File: src/rtl/laser_pkg.sv
// Shared constants and FSM encoding for the frame block-scan scheduler.
package laser_pkg;

  localparam int LOADER_LATENCY = 19;
  localparam int BLOCKS_X_DEF   = 160;
  localparam int BLOCKS_Y_DEF   = 120;
  localparam int COORD_W_DEF    = 8;

  typedef enum logic [2:0] {
    S_IDLE    = 3'd0,
    S_ISSUE   = 3'd1,
    S_WAIT    = 3'd2,
    S_PRESENT = 3'd3,
    S_ADVANCE = 3'd4,
    S_PAUSE   = 3'd5
  } state_e;

endpackage

File: src/rtl/block_scan_scheduler_coord.sv
// Raster x/y block counter: steps column-first, wraps to (0,0) after the last block.
module block_coord_counter
  import laser_pkg::*;
#(
  parameter int BLOCKS_X = BLOCKS_X_DEF,
  parameter int BLOCKS_Y = BLOCKS_Y_DEF,
  parameter int COORD_W  = COORD_W_DEF
) (
  input  logic               clk,
  input  logic               rst_n,
  input  logic               clear_i,
  input  logic               advance_i,
  output logic [COORD_W-1:0] x_o,
  output logic [COORD_W-1:0] y_o,
  output logic               last_o
);

  localparam logic [COORD_W-1:0] X_LAST = COORD_W'(BLOCKS_X - 1);
  localparam logic [COORD_W-1:0] Y_LAST = COORD_W'(BLOCKS_Y - 1);

  logic [COORD_W-1:0] x_q, x_d;
  logic [COORD_W-1:0] y_q, y_d;

  always_comb begin
    x_d = x_q;
    y_d = y_q;
    if (clear_i) begin
      x_d = '0;
      y_d = '0;
    end else if (advance_i) begin
      if (x_q < X_LAST) begin
        x_d = x_q + 1'b1;
      end else begin
        x_d = '0;
        y_d = (y_q < Y_LAST) ? y_q + 1'b1 : '0;
      end
    end
  end

  always_ff @(posedge clk or negedge rst_n) begin
    if (!rst_n) begin
      x_q <= '0;
      y_q <= '0;
    end else begin
      x_q <= x_d;
      y_q <= y_d;
    end
  end

  assign x_o    = x_q;
  assign y_o    = y_q;
  assign last_o = (x_q == X_LAST) && (y_q == Y_LAST);

endmodule

File: src/rtl/block_scan_scheduler.sv
// Walks the 4x4 block loader over a frame and hands each loaded block downstream.
module block_scan_scheduler
  import laser_pkg::*;
#(
  parameter int BLOCKS_X = BLOCKS_X_DEF,
  parameter int BLOCKS_Y = BLOCKS_Y_DEF,
  parameter int TIMEOUT  = 64,
  parameter int COORD_W  = COORD_W_DEF
) (
  input  logic               clk,
  input  logic               rst_n,
  input  logic               frame_start,
  input  logic               continuous,
  input  logic               enable,
  output logic               loader_start,
  output logic [COORD_W-1:0] block_x,
  output logic [COORD_W-1:0] block_y,
  input  logic               loader_done,
  output logic               blk_valid,
  input  logic               blk_ready,
  output logic               busy,
  output logic               frame_done,
  output logic               timeout_err
);

  localparam int WD_W = (TIMEOUT > 2) ? $clog2(TIMEOUT) : 1;
  // Trip when the watchdog steps onto TIMEOUT-1, so the error lands TIMEOUT cycles after start.
  localparam logic [WD_W-1:0] WD_TRIP = WD_W'(TIMEOUT - 2);

  state_e          state_q, state_d;
  logic [WD_W-1:0] wd_q, wd_d;
  logic            err_q, err_d;
  logic            cnt_clear, cnt_adv, last_blk;

  block_coord_counter #(
    .BLOCKS_X(BLOCKS_X),
    .BLOCKS_Y(BLOCKS_Y),
    .COORD_W (COORD_W)
  ) u_coord (
    .clk      (clk),
    .rst_n    (rst_n),
    .clear_i  (cnt_clear),
    .advance_i(cnt_adv),
    .x_o      (block_x),
    .y_o      (block_y),
    .last_o   (last_blk)
  );

  always_comb begin
    state_d   = state_q;
    wd_d      = wd_q;
    err_d     = err_q;
    cnt_clear = 1'b0;
    cnt_adv   = 1'b0;
    unique case (state_q)
      S_IDLE: begin
        cnt_clear = 1'b1;
        if (frame_start && enable) state_d = S_ISSUE;
      end
      S_ISSUE: begin
        wd_d    = '0;
        state_d = S_WAIT;
      end
      S_WAIT: begin
        wd_d = (wd_q == '1) ? wd_q : wd_q + 1'b1;
        if (loader_done) begin
          state_d = S_PRESENT;
        end else if (wd_q == WD_TRIP) begin
          err_d     = 1'b1;
          cnt_clear = 1'b1;
          state_d   = S_IDLE;
        end
      end
      S_PRESENT: begin
        if (blk_ready) state_d = S_ADVANCE;
      end
      S_ADVANCE: begin
        // Counter wraps to (0,0) on the last block, so advance alone handles frame end.
        cnt_adv = 1'b1;
        if (last_blk) state_d = (continuous && enable) ? S_ISSUE : S_IDLE;
        else          state_d = enable ? S_ISSUE : S_PAUSE;
      end
      S_PAUSE: begin
        if (enable) state_d = S_ISSUE;
      end
      default: begin
        cnt_clear = 1'b1;
        state_d   = S_IDLE;
      end
    endcase
  end

  always_ff @(posedge clk or negedge rst_n) begin
    if (!rst_n) begin
      state_q <= S_IDLE;
      wd_q    <= '0;
      err_q   <= 1'b0;
    end else begin
      state_q <= state_d;
      wd_q    <= wd_d;
      err_q   <= err_d;
    end
  end

  assign loader_start = (state_q == S_ISSUE);
  assign blk_valid    = (state_q == S_PRESENT);
  assign busy         = (state_q != S_IDLE);
  assign frame_done   = (state_q == S_ADVANCE) && last_blk;
  assign timeout_err  = err_q;

endmodule

File: config.mk
export PLATFORM = sky130hd
export DESIGN_NAME = block_scan_scheduler
export DESIGN_NICKNAME = d
export VERILOG_FILES = /design/src/rtl/laser_pkg.sv /design/src/rtl/block_scan_scheduler_coord.sv /design/src/rtl/block_scan_scheduler.sv
export SDC_FILE = /design/constraint.sdc
export NUM_CORES = 1
export LEC_CHECK = 0
export CAP_MARGIN = 5
export CORE_AREA = 2 2 74 48
export DETAILED_ROUTE_END_ITERATION = 10
export DIE_AREA = 0 0 76 50
export PLACE_DENSITY_LB_ADDON = 0.05
export SLEW_MARGIN = 20
export SYNTH_ARGS = -nofsm -noshare
export SYNTH_HDL_FRONTEND = slang
export SYNTH_SLANG_ARGS = --single-unit
File: constraint.sdc
create_clock -name clk -period 2.5 [get_ports clk]
set_clock_uncertainty 0.05 [all_clocks]
set_input_delay 0.5 -clock clk [delete_from_list [all_inputs] [get_ports clk]]
set_output_delay 0.5 -clock clk [all_outputs]
set_load 0.05 [all_outputs]
==> results.py <==
metrics = {
    "status": {
        "run_status": "completed",
    },
    "logic_synthesis": {
        "number_of_enable_flip_flop_cells_after_synthesis": 0,
        "yosys_warnings": 0,
        "ys.flop_type": "sky130_fd_sc_hd__dfrtp_1",
        "synth_async_sr_flop_share": 1.00,
        "synth.avg_cell_area_um2": 8.85,
        "ys_seq_area_frac": 0.430,
        "synth_cells": 171,
        "synth.lib_cells_used.distinct": 43,
        "syn_area_um2": 1510,
        "mappedNetlistNets": 182,
        "synth.ff_latch_count": 26,
    },
    "cts": {
        "tritoncts_num_sinks": 26,
        "cts_hold_repair.buffers": 0,
        "tritoncts_clock_tree": "done",
        "cts_root_buf": "sky130_fd_sc_hd__clkbuf_8",
        "path_clk_slew_ns": 0.09,
        "cts_inserted_buffers": 3,
        "worstSkewPairLatency_ns": 0.27,
        "cts_htree_levels": 1,
        "max-clock-path-buffers": 2,
    },
    "grt": {
        "vias_in_the_first_global_route": 1377,
        "grt_util_met3": 0.0513,
        "grt_max_degree": 27,
        "total_routing_usage_reported_by_global_routing": 0.228,
        "grt_remaining_overflow": 0,
        "grt_first_pass_wirelength_mm": 6.72,
        "use_met2": 0.350,
        "met1_routing_resource_usage_after_global_routing": 0.328,
        "global_route.peak_usage_layer": "met2",
        "initial_antenna_violation_count": 0,
    },
    "worst_setup_path": {
        "crit_path_cell_trace": "or2b_1 > or2_2 > nor4_4 > buf_12",
        "critPathSlowestCell": "sky130_fd_sc_hd__dfrtp_1",
        "reg2reg_to": "u_coord.y_o[5]$_DFFE_PN0P_",
        "reg2regPathDepth": 6,
        "timing.critical_path.from_type": "flip-flop",
        "worst_ep_arrival_time_ns": 1.87,
        "setup.worst_path.class": "reg -> out",
        "worst-path-max-fanout": 6,
        "cp_data_required_time_ns": 1.95,
        "cp-end-kind": "output port",
        "setup.reg_to_reg.worst_slack_ns": 0.39,
        "critical_path.top_delay_family": "simple AND/OR/NAND/NOR gates",
        "critical_path.reg2reg.startpoint": "u_coord.x_o[0]$_DFFE_PN0P_",
        "worst-path-buf-inv": 1,
        "maximum_single_stage_delay_on_the_critical_path_ns": 0.44,
    },
    "power_and_ir_drop": {
        "static_leakage_nw": 0.808,
        "finalPower_w": 0.00153,
        "ir_drop_v": 0.000547,
        "power_density_nw_per_um2": 785,
    },
    "worst_hold_path": {
        "hold-path-endpoint": "timeout_err$_DFFE_PN0P_",
        "hold_start": "timeout_err$_DFFE_PN0P_",
        "worstHoldPathType": "reg -> reg",
        "hold_path_depth": 1,
    },
    "detailed_routing": {
        "routed_wirelength_mm": 3.92,
        "wl_per_cell_um": 15.7,
        "detail_route.drc_violations": 0,
        "vias": 1418,
        "firstDrtPassIters": 4,
        "routed_via_density": 5.69,
        "initialDrtViolationCount": 108,
        "drt.antenna.violating_nets": 0,
    },
    "layout": {
        "layout-area-overhead-vs-synth_pct": 28.8,
        "mostFrequentLayoutCells": "25 x sky130_fd_sc_hd__dfrtp_1, 23 x sky130_fd_sc_hd__nor2_1, 23 x sky130_fd_sc_hd__clkdlybuf4s50_1",
        "multi_input_area_um2": 821,
        "final_nets": 216,
        "fraction_of_final_layout_cells_sized_beyond_drive_strength_1": 0.118,
        "filler_instances": 253,
        "insertedDiodeCount": 0,
        "mostFrequentLayoutCell": "sky130_fd_sc_hd__dfrtp_1",
        "layout.cell_area.non_filler_um2": 1950,
        "ff_latch_area_um2": 652,
    },
    "timing": {
        "relSlewSlack": 0.656,
        "grt_setup_unrepaired": "no",
        "tns_ns": 0,
        "timing.final.hold_violations": 0,
        "final_max_slew_viol_count": 0,
        "worst_slew_pin_slew_ns": 0.514,
        "final.period_utilization": 0.966,
        "fin_crit_ns": 2.42,
        "final-setup-viol-count": 0,
        "fmaxAchievable_ghz": 0.414,
        "timing.final.ws_setup_ns": 0.0844,
    },
    "floorplan": {
        "starting_density": 0.488,
        "core.rowCount": 16,
        "die_x_extent_um": 76,
        "ioPinCount": 28,
        "core_region_area_um2": 3100,
        "die_area_um2": 3800,
        "dieHeight_um": 50,
    },
    "placed_design": {
        "hpwl_mm": 2.96,
        "post-place-ws_ns": 0.302,
        "detailed_place.area_um2": 1880,
        "last_weighted_congestion_value_of_the_routability_driven_placer": 0.839,
        "port-buffer-count": 27,
    },
    "job": {
        "maxCapViolations": 0,
    },
}
==> logic make-up after synthesis <==
family,count (synthesis),share of synthesized area
XOR/XNOR,4,0.0232
buffers and inverters,13,0.0372
AO/OA/AOI/OAI,40,0.172
multiplexers,4,0.0265
AND/OR/NAND/NOR,80,0.278
flip-flops,26,0.430
adder cells (fa/ha/maj),4,0.0331
==> cell type report <==
type	count	share of cell area
multi-input combinational	132	0.421
sequential	26	0.335
timing repair buffer	35	0.173
tap	45	0.0289
clock buffer	4	0.0283
inverter	7	0.0135
==> power by group <==
| part | total, W | switching (W) | internal, W |
|---|---|---|---|
| clock network | 0.000271 | 0.000130 | 0.000141 |
| registers | 0.000544 | 0.0000680 | 0.000476 |
| logic | 0.000714 | 0.000448 | 0.000265 |
==> sequential cells by signal, indices dropped and copies added (netlist names) <==
| name | count |
|---|---|
| u_coord.y_o | 8 |
| wd_q | 6 |
| timeout_err | 1 |
| state_q | 3 |
| u_coord.x_o | 8 |
==> synth_stat cells (2+ instances only) <==
cell,instances,area (µm²)
sky130_fd_sc_hd__mux2i_1,4,40.0
sky130_fd_sc_hd__dfrtp_1,26,651
sky130_fd_sc_hd__nand3_1,10,50.1
sky130_fd_sc_hd__a21oi_1,14,70.1
sky130_fd_sc_hd__inv_1,7,26.3
sky130_fd_sc_hd__o21ai_0,13,65.1
sky130_fd_sc_hd__xor2_1,2,17.5
sky130_fd_sc_hd__nor4_1,2,12.5
sky130_fd_sc_hd__nor2b_1,3,18.8
sky130_fd_sc_hd__nor2_1,23,86.3
sky130_fd_sc_hd__nand4_1,6,37.5
sky130_fd_sc_hd__and3_1,2,12.5
sky130_fd_sc_hd__ha_1,4,50.1
sky130_fd_sc_hd__o32ai_1,2,17.5
sky130_fd_sc_hd__nand2b_1,2,12.5
sky130_fd_sc_hd__clkbuf_1,5,18.8
sky130_fd_sc_hd__and4_1,2,17.5
sky130_fd_sc_hd__xnor2_1,2,17.5
sky130_fd_sc_hd__nor3_1,5,25.0
sky130_fd_sc_hd__nand2_1,13,48.8
sky130_fd_sc_hd__and2_1,2,12.5
==> per-stage QoR <==
stage | std cells | util | hold WS (ns)
floorplan | 171 | - | 0.154
global placement | 244 | 0.606 | 0.402
detailed placement | 244 | 0.606 | 0.407
CTS | 248 | 0.625 | 0.428
global route | 249 | 0.628 | 0.461
finish | 249 | 0.628 | 0.424
==> repair_timing <==
item	CTS	global route
setup buffers	0	1
resized for setup	1	1
setup endpoints to repair	1	2
==> per-layer routing <==
metal / vias to the layer above / wire [µm]
met5: - / 0
met4: 0 / 66
met3: 10 / 226
met2: 51 / 1630
met1: 671 / 1990
li1: 686 / -
==> worst register-to-register path, delay by kind of cell, from the launching register on <==
| family | cells | cell delay, ns |
|---|---|---|
| AO/OA/AOI/OAI | 2 | 0.30 |
| flip-flops | 1 | 0.46 |
| AND/OR/NAND/NOR | 3 | 0.96 |
| adder cells (fa/ha/maj) | 1 | 0.28 |
==> how the worst max path moves through the flow <==
stage / start / endpoint / depth (start not counted)
finish: state_q[1]$_DFFE_PN0P_ / frame_done / 4
global route: u_coord.x_o[5]$_DFFE_PN0P_ / frame_done / 4
CTS: state_q[2]$_DFFE_PN0P_ / frame_done / 4
detailed placement: state_q[2]$_DFFE_PN0P_ / frame_done / 4
global placement: state_q[2]$_DFFE_PN0P_ / busy / 3
floorplan: u_coord.x_o[5]$_DFFE_PN0P_ / frame_done / 4
No activity file was read; power rests on OpenSTA's default activity.
